`src/rtl/pi_loop_sequencer.sv`:
```
// Sequencer for one pi_controller: bumpless start (clear, then ramp the setpoint from
// the measured input), sample-aligned coefficient updates, lock and saturation detection.
module pi_loop_sequencer #(
  parameter int inputBitSize  = 27,
  parameter int coeffBitSize  = 27,
  parameter int outputBitSize = 16,
  parameter int CNT_BITS      = 8,
  parameter int CLEAR_CYCLES  = 2
) (
  input  logic                     clk,
  input  logic                     reset,
  input  logic                     start,
  input  logic                     stop,
  input  logic [inputBitSize-1:0]  target_setpoint,
  input  logic [inputBitSize-1:0]  ramp_step,
  input  logic [inputBitSize-1:0]  lock_threshold,
  input  logic [CNT_BITS-1:0]      lock_count,
  input  logic [CNT_BITS-1:0]      sat_limit,
  input  logic [coeffBitSize-1:0]  kp_in,
  input  logic [coeffBitSize-1:0]  ti_in,
  input  logic                     coeff_update,
  input  logic [inputBitSize-1:0]  sample_in,
  input  logic                     sample_valid,
  input  logic [outputBitSize-1:0] pi_output_in,
  input  logic                     pi_output_valid_in,
  output logic [inputBitSize-1:0]  pi_setpoint,
  output logic [coeffBitSize-1:0]  pi_kp_coefficient,
  output logic [coeffBitSize-1:0]  pi_ti_coefficient,
  output logic                     reset_pi,
  output logic                     enable_pi,
  output logic                     pi_limiting,
  output logic [2:0]               state,
  output logic                     locked,
  output logic                     fault
);

  localparam int EXT_W = inputBitSize + 1;
  localparam logic [outputBitSize-1:0] OUT_MAX = {1'b0, {(outputBitSize-1){1'b1}}};
  localparam logic [outputBitSize-1:0] OUT_MIN = {1'b1, {(outputBitSize-1){1'b0}}};
  localparam logic [3:0] CLR_LAST = 4'(CLEAR_CYCLES - 1);

  typedef enum logic [2:0] {
    IDLE  = 3'd0,
    CLEAR = 3'd1,
    RAMP  = 3'd2,
    HOLD  = 3'd3,
    FAULT = 3'd4
  } state_t;

  function automatic logic [EXT_W-1:0] abs_ext(input logic signed [EXT_W-1:0] v);
    return v[EXT_W-1] ? unsigned'(-v) : unsigned'(v);
  endfunction

  function automatic logic [CNT_BITS-1:0] sat_inc(input logic [CNT_BITS-1:0] c);
    return (&c) ? c : c + CNT_BITS'(1);
  endfunction

  function automatic logic is_railed(input logic [outputBitSize-1:0] v);
    return (v == OUT_MAX) || (v == OUT_MIN);
  endfunction

  state_t                    state_q, state_nxt;
  logic [inputBitSize-1:0]   sp_nxt;
  logic [coeffBitSize-1:0]   kp_nxt, ti_nxt;
  logic [coeffBitSize-1:0]   shadow_kp_q, shadow_ti_q, shadow_kp_nxt, shadow_ti_nxt;
  logic                      pending_q, pending_nxt;
  logic                      lim_nxt, locked_nxt, run_nxt;
  logic [CNT_BITS-1:0]       lock_cnt_q, lock_cnt_nxt;
  logic [CNT_BITS-1:0]       sat_cnt_q, sat_cnt_nxt;
  logic [3:0]                clr_cnt_q, clr_cnt_nxt;

  logic signed [inputBitSize-1:0] tgt_s, sp_s, smp_s;
  logic signed [EXT_W-1:0]        ramp_d, lock_e, step_s, ramp_sum;
  logic [EXT_W-1:0]               ramp_abs, lock_abs, step_ext, thr_ext;
  logic                           run_q, lock_miss;

  // Error terms are one bit wider than the operands so full-scale swings cannot wrap.
  assign tgt_s    = signed'(target_setpoint);
  assign sp_s     = signed'(pi_setpoint);
  assign smp_s    = signed'(sample_in);
  assign step_ext = {1'b0, ramp_step};
  assign thr_ext  = {1'b0, lock_threshold};
  assign step_s   = signed'(step_ext);
  assign ramp_d   = EXT_W'(tgt_s) - EXT_W'(sp_s);
  assign lock_e   = EXT_W'(sp_s) - EXT_W'(smp_s);
  assign ramp_abs = abs_ext(ramp_d);
  assign lock_abs = abs_ext(lock_e);
  assign ramp_sum = ramp_d[EXT_W-1] ? (EXT_W'(sp_s) - step_s) : (EXT_W'(sp_s) + step_s);
  assign run_q    = (state_q == RAMP) || (state_q == HOLD);
  assign lock_miss = sample_valid && (lock_abs > thr_ext);
  assign state    = state_q;

  always_comb begin
    state_nxt     = state_q;
    sp_nxt        = pi_setpoint;
    kp_nxt        = pi_kp_coefficient;
    ti_nxt        = pi_ti_coefficient;
    shadow_kp_nxt = shadow_kp_q;
    shadow_ti_nxt = shadow_ti_q;
    pending_nxt   = pending_q;
    lim_nxt       = pi_limiting;
    locked_nxt    = locked;
    lock_cnt_nxt  = lock_cnt_q;
    sat_cnt_nxt   = sat_cnt_q;
    clr_cnt_nxt   = clr_cnt_q;

    // While the loop runs, coefficients only move on a sample boundary; a fresh
    // update arriving on the same edge stays pending for the next boundary.
    if (pending_q && (!run_q || sample_valid)) begin
      kp_nxt      = shadow_kp_q;
      ti_nxt      = shadow_ti_q;
      pending_nxt = 1'b0;
    end
    if (coeff_update) begin
      shadow_kp_nxt = kp_in;
      shadow_ti_nxt = ti_in;
      pending_nxt   = 1'b1;
    end

    case (state_q)
      CLEAR: begin
        if (clr_cnt_q == CLR_LAST) state_nxt = RAMP;
        else                       clr_cnt_nxt = clr_cnt_q + 4'd1;
      end
      RAMP: begin
        if (sample_valid) begin
          if ((ramp_step == '0) || (ramp_abs <= step_ext)) begin
            sp_nxt    = target_setpoint;
            state_nxt = HOLD;
          end else begin
            sp_nxt = ramp_sum[inputBitSize-1:0];
          end
        end
      end
      HOLD: begin
        if (target_setpoint != pi_setpoint) begin
          state_nxt    = RAMP;
          locked_nxt   = 1'b0;
          lock_cnt_nxt = '0;
        end else begin
          if (sample_valid) lock_cnt_nxt = lock_miss ? '0 : sat_inc(lock_cnt_q);
          locked_nxt = (lock_cnt_nxt >= lock_count) && !lock_miss;
        end
      end
      default: ;
    endcase

    // Saturation watch overrides the ramp/hold transition when the limit is hit.
    if (run_q && pi_output_valid_in) begin
      lim_nxt     = is_railed(pi_output_in);
      sat_cnt_nxt = lim_nxt ? sat_inc(sat_cnt_q) : '0;
      if ((sat_limit != '0) && (sat_cnt_nxt >= sat_limit)) state_nxt = FAULT;
    end

    if (stop) begin
      state_nxt    = IDLE;
      lock_cnt_nxt = '0;
      sat_cnt_nxt  = '0;
      clr_cnt_nxt  = '0;
    end else if (start) begin
      state_nxt    = CLEAR;
      lock_cnt_nxt = '0;
      sat_cnt_nxt  = '0;
      clr_cnt_nxt  = '0;
      if (sample_valid) sp_nxt = sample_in;
    end

    run_nxt = (state_nxt == RAMP) || (state_nxt == HOLD);
    if (!run_nxt) begin
      lim_nxt    = 1'b0;
      locked_nxt = 1'b0;
    end
  end

  always_ff @(posedge clk) begin
    if (reset) begin
      state_q           <= IDLE;
      pi_setpoint       <= '0;
      pi_kp_coefficient <= '0;
      pi_ti_coefficient <= '0;
      shadow_kp_q       <= '0;
      shadow_ti_q       <= '0;
      pending_q         <= 1'b0;
      reset_pi          <= 1'b1;
      enable_pi         <= 1'b0;
      pi_limiting       <= 1'b0;
      locked            <= 1'b0;
      fault             <= 1'b0;
      lock_cnt_q        <= '0;
      sat_cnt_q         <= '0;
      clr_cnt_q         <= '0;
    end else begin
      state_q           <= state_nxt;
      pi_setpoint       <= sp_nxt;
      pi_kp_coefficient <= kp_nxt;
      pi_ti_coefficient <= ti_nxt;
      shadow_kp_q       <= shadow_kp_nxt;
      shadow_ti_q       <= shadow_ti_nxt;
      pending_q         <= pending_nxt;
      reset_pi          <= !run_nxt;
      enable_pi         <= run_nxt;
      pi_limiting       <= lim_nxt;
      locked            <= locked_nxt;
      fault             <= (state_nxt == FAULT);
      lock_cnt_q        <= lock_cnt_nxt;
      sat_cnt_q         <= sat_cnt_nxt;
      clr_cnt_q         <= clr_cnt_nxt;
    end
  end

endmodule
```
`config.mk`:
```
export PLATFORM = sky130hd
export DESIGN_NAME = pi_loop_sequencer
export DESIGN_NICKNAME = d
export VERILOG_FILES = /design/src/rtl/pi_loop_sequencer.sv
export SDC_FILE = /design/constraint.sdc
export NUM_CORES = 1
export LEC_CHECK = 0
export ABC_AREA = 1
export CAP_MARGIN = 15
export CORE_MARGIN = 4
export CORE_UTILIZATION = 45
export CTS_CLUSTER_DIAMETER = 50
export DETAILED_ROUTE_END_ITERATION = 16
export GPL_ROUTABILITY_DRIVEN = 1
export HOLD_SLACK_MARGIN = 0.02
export MAX_ROUTING_LAYER = met4
export PLACE_DENSITY_LB_ADDON = 0.3
export SLEW_MARGIN = 20
export SYNTH_ARGS = -nofsm -noshare
export SYNTH_HDL_FRONTEND = slang
export SYNTH_SLANG_ARGS = --single-unit
export TNS_END_PERCENT = 5
```
`constraint.sdc`:
```
create_clock -name clk -period 7.1 [get_ports clk]
set_input_delay 1.065 -clock clk [delete_from_list [all_inputs] [get_ports clk]]
set_output_delay 1.065 -clock clk [all_outputs]
set_load 0.01 [all_outputs]
```
==> reports/metrics.yaml, run 1 <==
logic_synthesis:
  synth-async-reset-ratio: 0
  synth_xor_area_frac: 0.0686
  synth_top_family_by_area: "simple AND/OR/NAND/NOR gates"
  syn_area_um2: 15800
  avgSynthCellArea_um2: 6.15
  synthDistinctLibCells: 56
  ys_warn_count: 0
  synth_edf_count: 0
  syn_nets: 2924
  muxShareOfSynthArea: 0.000635
  synthFlopType: "dfxtp_1"
  synth_cells: 2563
  synthAdderAreaFrac: 0.128
  synth_seq_area_share: 0.208
  ys_ff_latch: 164
  synth_compound_area_frac: 0.170
  yosys.area_share.simple: 0.313
cts:
  cts_tree: "yes"
  cts_hold_buf: 0
  cts.clk_slew.worst_paths_ns: 0.07
  cts_buffers: 17
  htree_levels: 4
  insertion_delay_ns: 0.45
  clock-sinks: 164
  cts_root_buf: "clkbuf_16"
  cts.path.max_buffers: 2
critical_path:
  path_class: "primary input to flip-flop"
  rrSetupSlack_ns: 1.17
  cp.arrival_ns: 6.86
  worstPathRequired_ns: 7.42
  rr_worst_depth: 44
  critPathLaunchType: "primary input"
  crit_path_end_kind: "flip-flop"
  r2r_start: "pi_setpoint[0]"
  crit_fanout: 5
  cp_slowest_cell: "clkdlybuf4s50_1"
  worstPathBufferInverterCount: 6
  critPathTopFamily: "simple AND/OR/NAND/NOR gates"
  worst_r2r_endpoint: "locked"
  cp_common_cell: "nand2_1"
  slowest_delay_ns: 0.51
floorplanning:
  num_rows: 68
  num_io_pins: 290
  start_util: 0.457
  die_w_um: 195
  core_area_um2: 34500
  dieArea_um2: 38100
  fp.dieH_um: 195
pwr:
  p_sw_w: 0.00148
  p_per_area_nw_per_um2: 179
  power.share.switching: 0.411
  intPower_w: 0.00211
  seqPwrFrac: 0.282
  p_comb_frac: 0.460
  vdd_drop_max_uv: 186
  clkPwrFrac: 0.257
  leakagePower_nw: 9.75
global_routing:
  grt-ovfl-total: 0
  grt_max_degree: 136
  grtUsageTotal: 0.274
  grt_pass1_vias: 16400
  grt_pass1_wl_um: 83600
  antenna_found_initial: 6
finish:
  area_growth_pct: 27.0
  final_nets: 3208
  finalInstanceArea_um2: 20000
  drive_gt1_frac: 0.0538
  stdcell_count: 3322
place:
  io_buffer_count: 289
  dpl_cell_area_um2: 19300
  dp.cells: 3280
  hpwlAfterDp_um: 43300
  gp_congestion: 1.03
timing:
  setup_violations: 0
  drv_slew: 0
  post-route-period-util: 0.922
  clock_skew_ns: 0.0225
  final-hold-violation-count: 0
  worst_pin_slew_ns: 1.18
  setup_tns_ns: 0
  fmaxAchievable_mhz: 153
  relSlewSlack: 0.213
  period_minus_slack_ns: 6.55
detailed_routing:
  drc: 0
  avgViaCountPerCell: 5.21
  drt_pass1_iterations: 6
  wl_per_cell_um: 16.1
  via_count: 17300
  totalWireLength_um: 53400
  drt_iter0_markers: 1289
  final_antenna_net_count: 0
min_path:
  hp-start: "pi_limiting"
  hold_path_class: "flip-flop to flip-flop"
  holdPathStages: 2
  worstHoldEndpoint: "pi_limiting"
run_status:
  status: "finished clean"
run:
  maxCapViolCount: 0
[cells in the mapped netlist (4+ instances only)]
library cell	instances	area [um^2]
a211oi_1	5	37.5
a21o_1	11	82.6
a21oi_1	193	966
a21oi_2	8	70.1
a31oi_1	9	56.3
clkbuf_1	51	191
dfxtp_1	164	3280
ha_1	157	1960
inv_1	389	1460
inv_2	11	41.3
nand2_1	517	1940
nand2_2	10	62.6
nand3_1	106	531
nand3_2	4	40.0
nand3b_1	9	67.6
nand4_1	43	269
nor2_1	398	1490
nor2_2	8	50.1
nor3_1	40	200
nor3_2	5	50.1
nor4_1	9	56.3
o211ai_1	24	180
o21a_1	6	45.0
o21ai_0	206	1030
o21bai_1	11	82.6
xnor2_1	28	245
xor2_1	90	788
[routing by layer]
layer,vias up,share of wire,GRT usage
li1,8895,-,-
met1,7831,0.44,0.352
met2,537,0.47,0.455
met3,57,0.072,0.0511
met4,0,0.018,0.0566
met5,-,0,-
[power by group through the flow]
stage               sequential, W  combinational, W  clock, W
floorplan                 0.00104           0.00107         0
global placement          0.00103           0.00159         0
detailed placement        0.00103           0.00161         0
CTS                       0.00101           0.00163  0.000940
global route              0.00102           0.00185  0.000980
finish                    0.00101           0.00165  0.000923
[cell type report]
| cell class | count | area [um^2] |
|---|---|---|
| Fill cell | 3457 | 14500 |
| Multi-Input combinational cell | 1937 | 10900 |
| Sequential cell | 164 | 3280 |
| Timing Repair Buffer | 325 | 3200 |
| Inverter | 402 | 1510 |
| Tap cell | 455 | 569 |
| Clock buffer | 17 | 425 |
| Clock inverter | 15 | 165 |
| Antenna cell | 7 | 17.5 |
[worst register-to-register path, delay by kind of cell, from the launching register on]
family	cells	cell delay, ns
AO/OA/AOI/OAI	10	1.27
buffers and inverters	6	0.48
flip-flops	1	0.41
AND/OR/NAND/NOR	22	2.22
XOR/XNOR	2	0.39
adder cells (fa/ha/maj)	4	1.04
[timing repair]
item,in CTS,in global routing
setup buffers,0,3
setup endpoints to repair,0,1
resized for setup,0,28
[state kept, by name (all words and copies together) (netlist names), 3 cells and up]
name               count
pi_setpoint           27
lock_cnt_q             8
pi_ti_coefficient     27
clr_cnt_q              4
shadow_ti_q           27
sat_cnt_q              8
state                  3
shadow_kp_q           27
pi_kp_coefficient     27
[cell families after synthesis]
group / after synthesis
and+or+nand+nor: 1167
AOI/OAI and AO/OA: 488
buffers and inverters: 462
DFF: 164
adders and majority gates: 160
xor gates and xnor gates: 121
muxes: 1
[cells in the final DEF, fill, tap and decap left out, types with 3 or more instances in the layout]
cell type	synthesis	final
a211oi_1	5	5
a21o_1	11	11
a21oi_1	193	188
a21oi_2	8	13
a31oi_1	9	9
buf_12	0	3
buf_4	1	33
clkbuf_16	0	17
clkdlybuf4s50_1	0	289
clkinv_4	0	4
clkinv_8	0	4
dfxtp_1	164	164
diode_2	0	7
ha_1	157	151
ha_4	0	5
inv_1	389	388
inv_2	11	12
inv_6	0	3
inv_8	0	3
nand2_1	517	512
nand2_2	10	15
nand3_1	106	106
nand3_2	4	4
nand3b_1	9	9
nand4_1	43	43
nor2_1	398	397
nor2_2	8	9
nor3_1	40	38
nor3_2	5	7
nor4_1	9	9
o2111ai_1	3	3
o211ai_1	24	24
o21a_1	6	6
o21ai_0	206	202
o21ai_1	1	5
o21bai_1	11	10
o31ai_1	3	3
xnor2_1	28	28
xor2_1	90	89
xor2_2	3	4
[stage by stage]
step	hold slack, ns	power (W)	utilization	setup WS, ns
finish	0.470	0.00359	0.580	0.554
detailed placement	0.457	0.00265	0.558	0.0302
floorplan	0.443	0.00210	-	1.09
global placement	0.455	0.00262	0.558	0.00689
global route	0.511	0.00385	0.580	-0.0433
CTS	0.472	0.00358	0.575	0.443
[worst max path at each step]
stage,to,depth (start not counted),slack (ns),start
after floorplan,locked,43,1.09,sample_in[0]
after global placement,locked,43,0.007,sample_in[9]
after detailed placement,locked,43,0.03,sample_in[9]
after CTS,locked,43,0.44,sample_in[9]
after global routing,locked,46,-0.04,sample_in[6]
final,locked,44,0.55,sample_in[4]
(Power assumes the default switching activity.)
==> run 2, diff against run 1 <==
--- a/config.mk
+++ b/config.mk
@@ -9,6 +9,7 @@
 export CAP_MARGIN = 15
 export CORE_MARGIN = 4
 export CORE_UTILIZATION = 45
+export CTS_BUF_LIST = sky130_fd_sc_hd__clkbuf_16
 export CTS_CLUSTER_DIAMETER = 50
 export DETAILED_ROUTE_END_ITERATION = 16
 export GPL_ROUTABILITY_DRIVEN = 1
==> results of run 2 <==
The final DEF is identical to that of run 1; final timing and power are the same.
==> run 3, diff against run 2 <==
--- a/config.mk
+++ b/config.mk
@@ -12,7 +12,6 @@
 export CTS_BUF_LIST = sky130_fd_sc_hd__clkbuf_16
 export CTS_CLUSTER_DIAMETER = 50
 export DETAILED_ROUTE_END_ITERATION = 16
-export GPL_ROUTABILITY_DRIVEN = 1
 export HOLD_SLACK_MARGIN = 0.02
 export MAX_ROUTING_LAYER = met4
 export PLACE_DENSITY_LB_ADDON = 0.3
==> results of run 3 <==
The final DEF is identical to that of run 1; final timing and power are the same.
